[src/rtl/uart_tx_fifo.sv]
// Transmit byte queue in front of uarttx. Bytes are buffered at clk rate and handed
// over one at a time on dintx/newd. Each byte is held until donetx rises.
//
// state     | meaning
// ----------|------------------------------------------------------------
// IDLE      | nothing in flight; pops the head byte when the queue is non-empty
// WAIT_DONE | byte in flight on dintx with newd=1; waits for a donetx rising edge
module uart_tx_fifo #(
   parameter int DEPTH  = 16,
   parameter int DATA_W = 8,
   localparam int ADDR_W = $clog2(DEPTH)
) (
   input  logic              clk,
   input  logic              rst,
   input  logic              wr_en,
   input  logic [DATA_W-1:0] wr_data,
   input  logic              clr_ovf,
   output logic              full,
   output logic              empty,
   output logic [ADDR_W:0]   count,
   output logic              overflow,
   output logic              busy,
   output logic              newd,
   output logic [DATA_W-1:0] dintx,
   input  logic              donetx
);

   localparam int CNT_W = ADDR_W + 1;

   typedef enum logic {
      IDLE      = 1'b0,
      WAIT_DONE = 1'b1
   } state_t;

   state_t            state;
   logic [DATA_W-1:0] mem [DEPTH];
   logic [ADDR_W-1:0] wr_ptr;
   logic [ADDR_W-1:0] rd_ptr;
   logic              donetx_q;
   logic              done_rise;
   logic              do_write;
   logic              do_pop;

   assign full      = (count == CNT_W'(DEPTH));
   assign empty     = (count == '0);
   assign done_rise = donetx & ~donetx_q;
   // full is the pre-edge value, so a pop on the same edge never frees room for the write
   assign do_write  = wr_en & ~full;
   assign do_pop    = (state == IDLE) & ~empty;

   always_ff @(posedge clk) begin
      if (rst && do_write)
         mem[wr_ptr] <= wr_data;
   end

   always_ff @(posedge clk or negedge rst) begin
      if (!rst) begin
         wr_ptr   <= '0;
         count    <= '0;
         overflow <= 1'b0;
         donetx_q <= 1'b0;
      end else begin
         donetx_q <= donetx;
         if (do_write)
            wr_ptr <= wr_ptr + 1'b1;
         case ({do_write, do_pop})
            2'b10:   count <= count + 1'b1;
            2'b01:   count <= count - 1'b1;
            default: count <= count;
         endcase
         // a dropped write beats a clear on the same edge
         if (wr_en && full)
            overflow <= 1'b1;
         else if (clr_ovf)
            overflow <= 1'b0;
      end
   end

   always_ff @(posedge clk or negedge rst) begin
      if (!rst) begin
         state  <= IDLE;
         rd_ptr <= '0;
         newd   <= 1'b0;
         busy   <= 1'b0;
         dintx  <= '0;
      end else begin
         case (state)
            IDLE: begin
               if (do_pop) begin
                  dintx  <= mem[rd_ptr];
                  rd_ptr <= rd_ptr + 1'b1;
                  newd   <= 1'b1;
                  busy   <= 1'b1;
                  state  <= WAIT_DONE;
               end
            end
            WAIT_DONE: begin
               if (done_rise) begin
                  newd  <= 1'b0;
                  busy  <= 1'b0;
                  state <= IDLE;
               end
            end
            default: state <= IDLE;
         endcase
      end
   end

endmodule

[config.mk]
export PLATFORM = sky130hd
export DESIGN_NAME = uart_tx_fifo
export DESIGN_NICKNAME = d
export VERILOG_FILES = /design/src/rtl/uart_tx_fifo.sv
export SDC_FILE = /design/constraint.sdc
export NUM_CORES = 1
export LEC_CHECK = 0
export ABC_AREA = 0
export CORE_ASPECT_RATIO = 1.75
export CORE_MARGIN = 8
export CORE_UTILIZATION = 50
export CTS_CLUSTER_DIAMETER = 100
export CTS_CLUSTER_SIZE = 24
export DETAILED_ROUTE_END_ITERATION = 6
export PLACE_DENSITY = 0.77
export SYNTH_ARGS = -nofsm -noshare
export SYNTH_HDL_FRONTEND = slang
export SYNTH_SLANG_ARGS = --single-unit
[constraint.sdc]
create_clock -name clk -period 3.72 [get_ports clk]
set_clock_uncertainty 0.05 [all_clocks]
set_input_delay 0.744 -clock clk [delete_from_list [all_inputs] [get_ports clk]]
set_output_delay 0.744 -clock clk [all_outputs]
set_load 0.01 [all_outputs]
==> results of run 1 <==
## worst register-to-register path: stages, from the launching register on
cell and delay (ns):
dfrtp_1 0.47, nor4_1 0.49, a21oi_1 0.13, buf_4 0.23
ha_1 0.31, xor2_1 0.18, ha_1 0.24, and3b_1 0.18
o21ai_0 0.15, a31oi_1 0.11, xnor2_1 0.14
## Yosys cell counts, drive strengths merged (2+ instances only)
| master | count | share of area, % |
|---|---|---|
| mux2 | 10 | 1.8 |
| dfrtp | 25 | 10 |
| xor2 | 4 | 0.57 |
| o22ai | 16 | 1.6 |
| buf | 14 | 1.6 |
| nand3b | 2 | 0.24 |
| nor2 | 18 | 1.1 |
| nand2 | 6 | 0.37 |
| o21a | 2 | 0.24 |
| nand4 | 2 | 0.20 |
| nor3 | 6 | 0.49 |
| a21oi | 11 | 0.89 |
| mux4 | 32 | 12 |
| xnor2 | 7 | 0.99 |
| inv | 8 | 0.49 |
| ha | 7 | 1.4 |
| o21ai | 6 | 0.49 |
| edfxtp | 128 | 62 |
| and3b | 2 | 0.28 |
| a31oi | 2 | 0.20 |
## per-stage QoR
step                total power [W]  setup slack (ns)
CTS                         0.00527             0.677
finish                      0.00523             0.695
global placement            0.00362             0.520
floorplan                   0.00324              1.14
detailed placement          0.00368             0.452
global route                0.00548             0.612
## power breakdown
part           leakage, nW  switching, W  internal [W]
clock network        0.262      0.000721      0.000875
registers             1.44      0.000274       0.00206
logic                0.760      0.000579      0.000725
## how the worst min path moves through the flow
stage / from / end / depth (start not counted)
final: overflow / overflow / 1
after global routing: overflow / overflow / 1
after CTS: overflow / overflow / 1
after detailed placement: overflow / overflow / 1
after global placement: overflow / overflow / 1
after floorplan: rst / count[0] / 0
## final cells by class
cell class / instances / area share (%)
multi-input cells: 145 / 21.5
inverters: 8 / 0.415
clock inverters: 15 / 1.76
clock buffers: 17 / 5.87
flip-flops and latches: 153 / 61.7
repair buffers: 47 / 5.91
well taps: 165 / 2.85
## cell families (layout without fill, tap and decap cells)
| family | count (synthesis) | in the layout | synth area share (%) |
|---|---|---|---|
| mux | 42 | 42 | 14.3 |
| buf+inv | 23 | 87 | 2.27 |
| simple gates | 44 | 44 | 3.67 |
| xor+xnor | 11 | 11 | 1.56 |
| fa+ha+maj | 7 | 7 | 1.42 |
| compound gates | 41 | 41 | 4.26 |
| flops | 153 | 153 | 72.5 |
## metal layers
| layer | global-route usage, % | vias to the layer above |
|---|---|---|
| met3 | 4.37 | 19 |
| met2 | 29.4 | 98 |
| met1 | 16.6 | 1628 |
| met4 | 7.27 | 0 |
| li1 | - | 1402 |
| met5 | 0 | - |
## state kept, by name (all words and copies together) (netlist names)
signal and count:
mem 128, dintx 8, rd_ptr 4, wr_ptr 4, count 5, newd 1
overflow 1, state 1, donetx_q 1
==> impl_metrics.ini, run 1 <==
[status]
outcome = finished clean

[drt]
finalWirelength_um = 12000
drt-met1-wl_um = 4340
wl_met3_um = 579
drt_first_pass_iters = 4
top_layer_used = met4
wire_per_inst_um = 21.7
dr_wl_met2_um = 6770
ant_nets = 0
drt_iter0_markers = 200
vias_per_cell = 5.72
routed-via-count = 3147
drc = 0

[final_layout]
drive_gt1_share_pct = 22.1
stdcell_area_um2 = 7240
fin_util_pct = 60.3
nets = 392
fin_cells = 550
seq_area_um2 = 4470
nFillCells = 816
multiInputGateArea_um2 = 1560
final_common_cell = edfxtp_1
most-common-layout-cells = 128 x edfxtp_1, 30 x clkdlybuf4s50_1, 24 x dfrtp_1
syn2layout_area_growth_pct = 17.5
diodes = 0

[timing]
finalCritPeriodShare_pct = 81.3
fin_hold_ws_ns = 0.482
setup_viol = 0
hold_viol_final = 0
rsz0062_at_grt = false
fin_crit_ns = 3.03
finalSetupTns_ns = 0
fmax_ghz = 0.331
max_slew.worst_pin.slew_ns = 0.760
finalMaxSlewViolations = 0
slew-limit-headroom_pct = 49.4

[clock_tree]
cts_tree = built
clkTransAtPathRegs_ns = 0.07
cts_max_level = 4
cts_resized = 0
root_buffer = clkbuf_16
cts_made_buffers = 17
clock_sinks = 153
cts_setup_buffers = 0
cts.path.max_buffers = 2
hold_buffers = 0
clock_latency_ns = 0.42

[run]
cap_viol_max_count = 0

[floorplanning]
num_rows = 53
dieHeight_um = 163
dieArea_um2 = 16300
die_w_um = 99.9
io_pins = 31
coreArea_um2 = 12000
start_util_pct = 51.4

[grt]
grt_pass1_wl_um = 19300
grt_max_degree = 26
grt-ovfl-total = 0
track_usage_pct = 16.1
grt_pass1_vias = 3417
antenna_found_initial = 0

[critical_path]
cp_slowest_cell = or4_4
arrival_ns = 2.23
cp_cell_sequence = or4_4 -> nor2_1 -> clkdlybuf4s50_1
path_max_fanout = 9
rr_worst_depth = 10
r2r-end = count[4]
crit_path_end = full
critPathMaxStageDelay_ns = 0.62
setup.worst_path.start = count[1]
cp.depth = 3
r2r_start = count[1]
cp_num_buf_inv = 1
crit_family = simple AND/OR/NAND/NOR gates
setup.worst_path.class = reg -> out
r2r_setup_slack_ns = 0.93
end_kind = primary output
cp-start-kind = register
worstPathRequired_ns = 2.93

[pwr]
peakVddDrop_v = 0.000346
leakage_nw = 2.46
p_per_area_nw_per_um2 = 723

[logic_synthesis]
yosysUniqueCellTypes = 38
synthesis.area_um2 = 6160
netlist_instances = 321
synth_seq_cells = 153
async_reset_ff_share_pct = 16.3
synth_flop_cell = edfxtp_1
yosysSeqAreaShare_pct = 72.5
synth_edf_count = 128
ys_warn_count = 0
syn_avg_cell_area_um2 = 19.2
syn_nets = 341

[min_path]
hold_path.class = reg -> reg

[placed_design]
dp_hpwl_um = 8140
placedCellCount = 518
portBuffers = 30
placed_cell_area_um2 = 6690
gp_congestion = 0.764
No activity file was read; power rests on OpenSTA's default activity.
==> run 2, diff against run 1 <==
Settings changed: PLACE_DENSITY 0.77 to 0.8.
Clock period 3.72 ns to 2.7 ns, I/O delays scaled along.
==> run 2 against run 1 <==
Sequential cell count stayed put. Combinational power is 45% higher. Die area stayed put. Sequential power is 36% higher. Clock power is 45% higher. Register-to-register slack worse by 0.65 ns. Utilization is 1.1 points higher. Critical path type unchanged. Largest cell class unchanged.
==> impl_metrics.ini, run 2 (synthesis results as in run 1) <==
[grt]
grt_pass1_vias = 3323
grt-ovfl-total = 0
antenna_found_initial = 0
grt_pass1_wl_um = 18500
track_usage_pct = 15.6
grt_max_degree = 22

[floorplanning]
dieHeight_um = 163
die_w_um = 99.9
coreArea_um2 = 12000
io_pins = 31
start_util_pct = 51.4
dieArea_um2 = 16300
num_rows = 53

[pwr]
leakage_nw = 2.54
p_per_area_nw_per_um2 = 1000
peakVddDrop_v = 0.000531
power.total_w = 0.00738

[drt]
wire_per_inst_um = 20.8
drt_first_pass_iters = 4
ant_nets = 0
drc = 0
drt_iter0_markers = 125
vias_per_cell = 5.65
finalWirelength_um = 11600
routed-via-count = 3159

[final_layout]
largest-register = mem
nFillCells = 823
final_common_cell = edfxtp_1
most-common-layout-cells = 128 x edfxtp_1, 28 x clkdlybuf4s50_1, 25 x buf_4
drive_gt1_share_pct = 24.4
stdcell_area_um2 = 7370
syn2layout_area_growth_pct = 19.5
largest_reg_flops = 128
reg_top3 = mem: 128 flops, dintx: 8 flops, count: 5 flops
nets = 401
diodes = 0

[timing]
fmax_ghz = 0.399
slew-limit-headroom_pct = 57.5
setup_viol = 0
finalMaxSlewViolations = 0
rsz0062_at_grt = false
hold_viol_final = 0
finalSetupTns_ns = 0
max_slew.worst_pin.slew_ns = 0.637
finalCritPeriodShare_pct = 92.9
fin_crit_ns = 2.51

[critical_path]
cp_cell_sequence = or4_4 -> nor2_1 -> dlygate4sd2_1
arrival_ns = 1.92
path_max_fanout = 9
crit_family = simple AND/OR/NAND/NOR gates
worstPathRequired_ns = 2.11
cp-start-kind = register
setup.worst_path.class = reg -> out
cp_slowest_cell = or4_4
cp_num_buf_inv = 1
critPathMaxStageDelay_ns = 0.60
end_kind = primary output

[clock_tree]
cts_tree = built
cts.path.max_buffers = 2
root_buffer = clkbuf_16
clkTransAtPathRegs_ns = 0.06
clock_sinks = 153
cts_setup_buffers = 0
cts_max_level = 4
clock_latency_ns = 0.42
cts_made_buffers = 17

[placed_design]
placed_cell_area_um2 = 6770
dp_hpwl_um = 7990
gp_congestion = 0.731
portBuffers = 30

[min_path]
hold_path.class = in -> async

[status]
outcome = finished clean

[run]
cap_viol_max_count = 0
run 2: changes by cell type in the layout (fill, tap and decap cells not counted), sizes merged:
cell and delta:
buf +9, inv -5, clkinv +3, bufinv +2, clkdlybuf4s50 -2, dlygate4sd2 +2
run 2: final timing paths:
check	end	startpoint	slack [ns]	cells past startpoint
max	full	count[1]	0.19	3
min	wr_ptr[2]	rst	0.45	2
max reg2reg	count[4]	count[1]	0.28	9
min reg2reg	overflow	overflow	0.49	1
max in group asynchronous	rd_ptr[2]	rst	1.86	2
min in group clk	overflow	overflow	0.49	1
run 2: area by class of cell:
| class | count | area [um2] | area share, % |
|---|---|---|---|
| flip-flops and latches | 153 | 4470 | 60.7 |
| clock inverters | 15 | 169 | 2.29 |
| inverters | 8 | 30.0 | 0.407 |
| well taps | 165 | 206 | 2.80 |
| clock buffers | 17 | 425 | 5.77 |
| repair buffers | 56 | 505 | 6.86 |
| multi-input cells | 145 | 1560 | 21.2 |
run 2: metal layers:
| metal | vias up | GRT usage, % | part of all wire [%] |
|---|---|---|---|
| li1 | 1426 | - | - |
| met2 | 85 | 27.8 | 57 |
| met1 | 1625 | 15.5 | 36 |
| met3 | 23 | 4.79 | 4.9 |
| met4 | 0 | 8.86 | 3.0 |
| met5 | - | 0 | 0 |
run 2: timing repair:
action                                  in CTS  in global routing
gates resized for setup                      3                  1
hold buffers                                 0                  0
endpoints found under the setup margin       2                  2
run 2: through the flow:
| stage | utilization (%) | worst slack (ns) | std cells | hold WS (ns) |
|---|---|---|---|---|
| finish | 61.4 | 0.191 | 559 | 0.450 |
| global route | 61.4 | 0.0723 | 559 | 0.469 |
| CTS | 61.3 | 0.107 | 559 | 0.443 |
| detailed placement | 56.4 | 0.0394 | 527 | 0.472 |
| global placement | 56.4 | 0.108 | 527 | 0.445 |
| floorplan | - | 0.119 | 321 | 0.194 |
run 2: power by group:
| part | leakage (nW) | internal (W) | switching [W] |
|---|---|---|---|
| combinational | 0.820 | 0.00105 | 0.000836 |
| clock | 0.277 | 0.00138 | 0.000942 |
| sequential | 1.44 | 0.00284 | 0.000334 |
| total | 2.54 | 0.00526 | 0.00211 |
==> run 3, diff against run 2 <==
Settings changed: CORE_MARGIN 8 to default.
==> run 3 against run 2 <==
Die area fell by 21%. Clock power increased by 12%. Critical path type unchanged. Largest cell class unchanged. Highest routed layer unchanged. Utilization grew 0.66 points. Fmax fell by 4.2%.
==> impl_metrics.ini, run 3 (synthesis results as in run 1) <==
[status]
outcome = finished clean

[clock_tree]
cts.path.max_buffers = 2
clkTransAtPathRegs_ns = 0.06
cts_max_level = 4
clock_latency_ns = 0.42
clock_sinks = 153
root_buffer = clkbuf_16
cts_tree = built
cts_made_buffers = 17
cts_setup_buffers = 0

[final_layout]
most-common-layout-cells = 128 x edfxtp_1, 28 x clkdlybuf4s50_1, 24 x dfrtp_1, 24 x buf_4, 19 x mux4_2
largest_reg_flops = 128
largest-register = mem
drive_gt1_share_pct = 24.1
diodes = 0
syn2layout_area_growth_pct = 20.8
nets = 401
stdcell_area_um2 = 7450
fin_cells = 559
nFillCells = 814
reg_top3 = mem: 128 flops, dintx: 8 flops, count: 5 flops
final_common_cell = edfxtp_1

[timing]
fmax_ghz = 0.382
max_slew.worst_pin.slew_ns = 0.665
hold_viol_final = 0
setup_viol = 0
finalMaxSlewViolations = 0
rsz0062_at_grt = false
slew-limit-headroom_pct = 55.7
fin_crit_ns = 2.62
finalCritPeriodShare_pct = 97.0
finalSetupTns_ns = 0

[critical_path]
arrival_ns = 2.03
critPathMaxStageDelay_ns = 0.58
cp_slowest_cell = or4_4
path_max_fanout = 7
cp_cell_sequence = buf_4 -> or4_4 -> nor2_1 -> dlygate4sd2_1
r2r_start = count[3]
worstPathRequired_ns = 2.11
cp-start-kind = register
r2r_setup_slack_ns = 0.25
rr_worst_depth = 8
r2r-end = count[2]
setup.worst_path.class = reg -> out
end_kind = primary output

[grt]
antenna_found_initial = 0
grt_pass1_wl_um = 18600
track_usage_pct = 20.9
grt_max_degree = 29
grt_pass1_vias = 3435
grt-ovfl-total = 0

[placed_design]
dp_hpwl_um = 7840
placed_cell_area_um2 = 6780
gp_congestion = 0.771
portBuffers = 30
placedCellCount = 527

[min_path]
hold_end = overflow
hold_path.startpoint = overflow
hold_path.class = reg -> reg
worstHoldPathCells = 1

[drt]
drt_iter0_markers = 289
drc = 0
finalWirelength_um = 11900
vias_per_cell = 5.68
drt_first_pass_iters = 4
wire_per_inst_um = 21.4
ant_nets = 0
routed-via-count = 3174

[floorplanning]
num_rows = 53
coreArea_um2 = 12000
dieHeight_um = 149
start_util_pct = 51.4
io_pins = 31
dieArea_um2 = 12800
die_w_um = 85.9

[pwr]
p_per_area_nw_per_um2 = 1040
leakage_nw = 2.58
peakVddDrop_v = 0.000488

[run]
cap_viol_max_count = 0
## run 3: routing by layer
| metal | vias up | share of wire [%] | GRT usage, % |
|---|---|---|---|
| li1 | 1419 | - | - |
| met1 | 1621 | 35 | 20.8 |
| met2 | 107 | 57 | 38.1 |
| met3 | 27 | 4.5 | 7.08 |
| met4 | 0 | 2.9 | 9.67 |
| met5 | - | 0 | 0 |
## run 3: report_power, final
part | switching [W] | internal (W) | leakage [nW]
clock network | 0.000952 | 0.00166 | 0.313
registers | 0.000339 | 0.00284 | 1.44
logic | 0.000857 | 0.00107 | 0.823
## run 3: area by class of cell
cell class                      instances  area (um2)  share of cell area, %
Timing Repair Buffer                   56         518                   6.95
Tap cell                              165         206                   2.77
Clock inverter                         15         236                   3.17
Sequential cell                       153        4470                   60.0
Multi-Input combinational cell        145        1560                   21.0
Inverter                                8        30.0                  0.403
Clock buffer                           17         425                   5.71
## run 3: worst max path at each step
stage / startpoint / end / slack [ns] / depth (start not counted)
after global placement: wr_en / count[4] / 0.07 / 10
after CTS: count[1] / full / 0.07 / 4
after floorplan: count[1] / count[4] / 0.12 / 11
final: count[1] / full / 0.08 / 4
after detailed placement: wr_en / count[2] / -0.004 / 9
after global routing: count[1] / full / 0.001 / 4
## run 3: worst max-delay path, delay by kind of cell (launching register included)
kind	cells	cell delay [ns]
buffers and inverters	2	0.46
flip-flops	1	0.41
AND/OR/NAND/NOR	2	0.74
## run 3: metrics by stage
step | power, W | util (%) | setup slack [ns] | hold WS, ns
after floorplan | 0.00447 | - | 0.119 | 0.194
after global placement | 0.00506 | 56.5 | 0.0659 | 0.447
after detailed placement | 0.00513 | 56.5 | -0.00398 | 0.448
after CTS | 0.00778 | 62.0 | 0.0729 | 0.443
after global routing | 0.00805 | 62.1 | 0.00101 | 0.449
final | 0.00772 | 62.1 | 0.0801 | 0.463
## run 3: timing repair
action	in CTS	in global routing
setup endpoints to repair	2	2
gates resized for setup	2	1
hold buffers	0	0
pin swaps	0	0
endpoints found under the hold margin	0	0
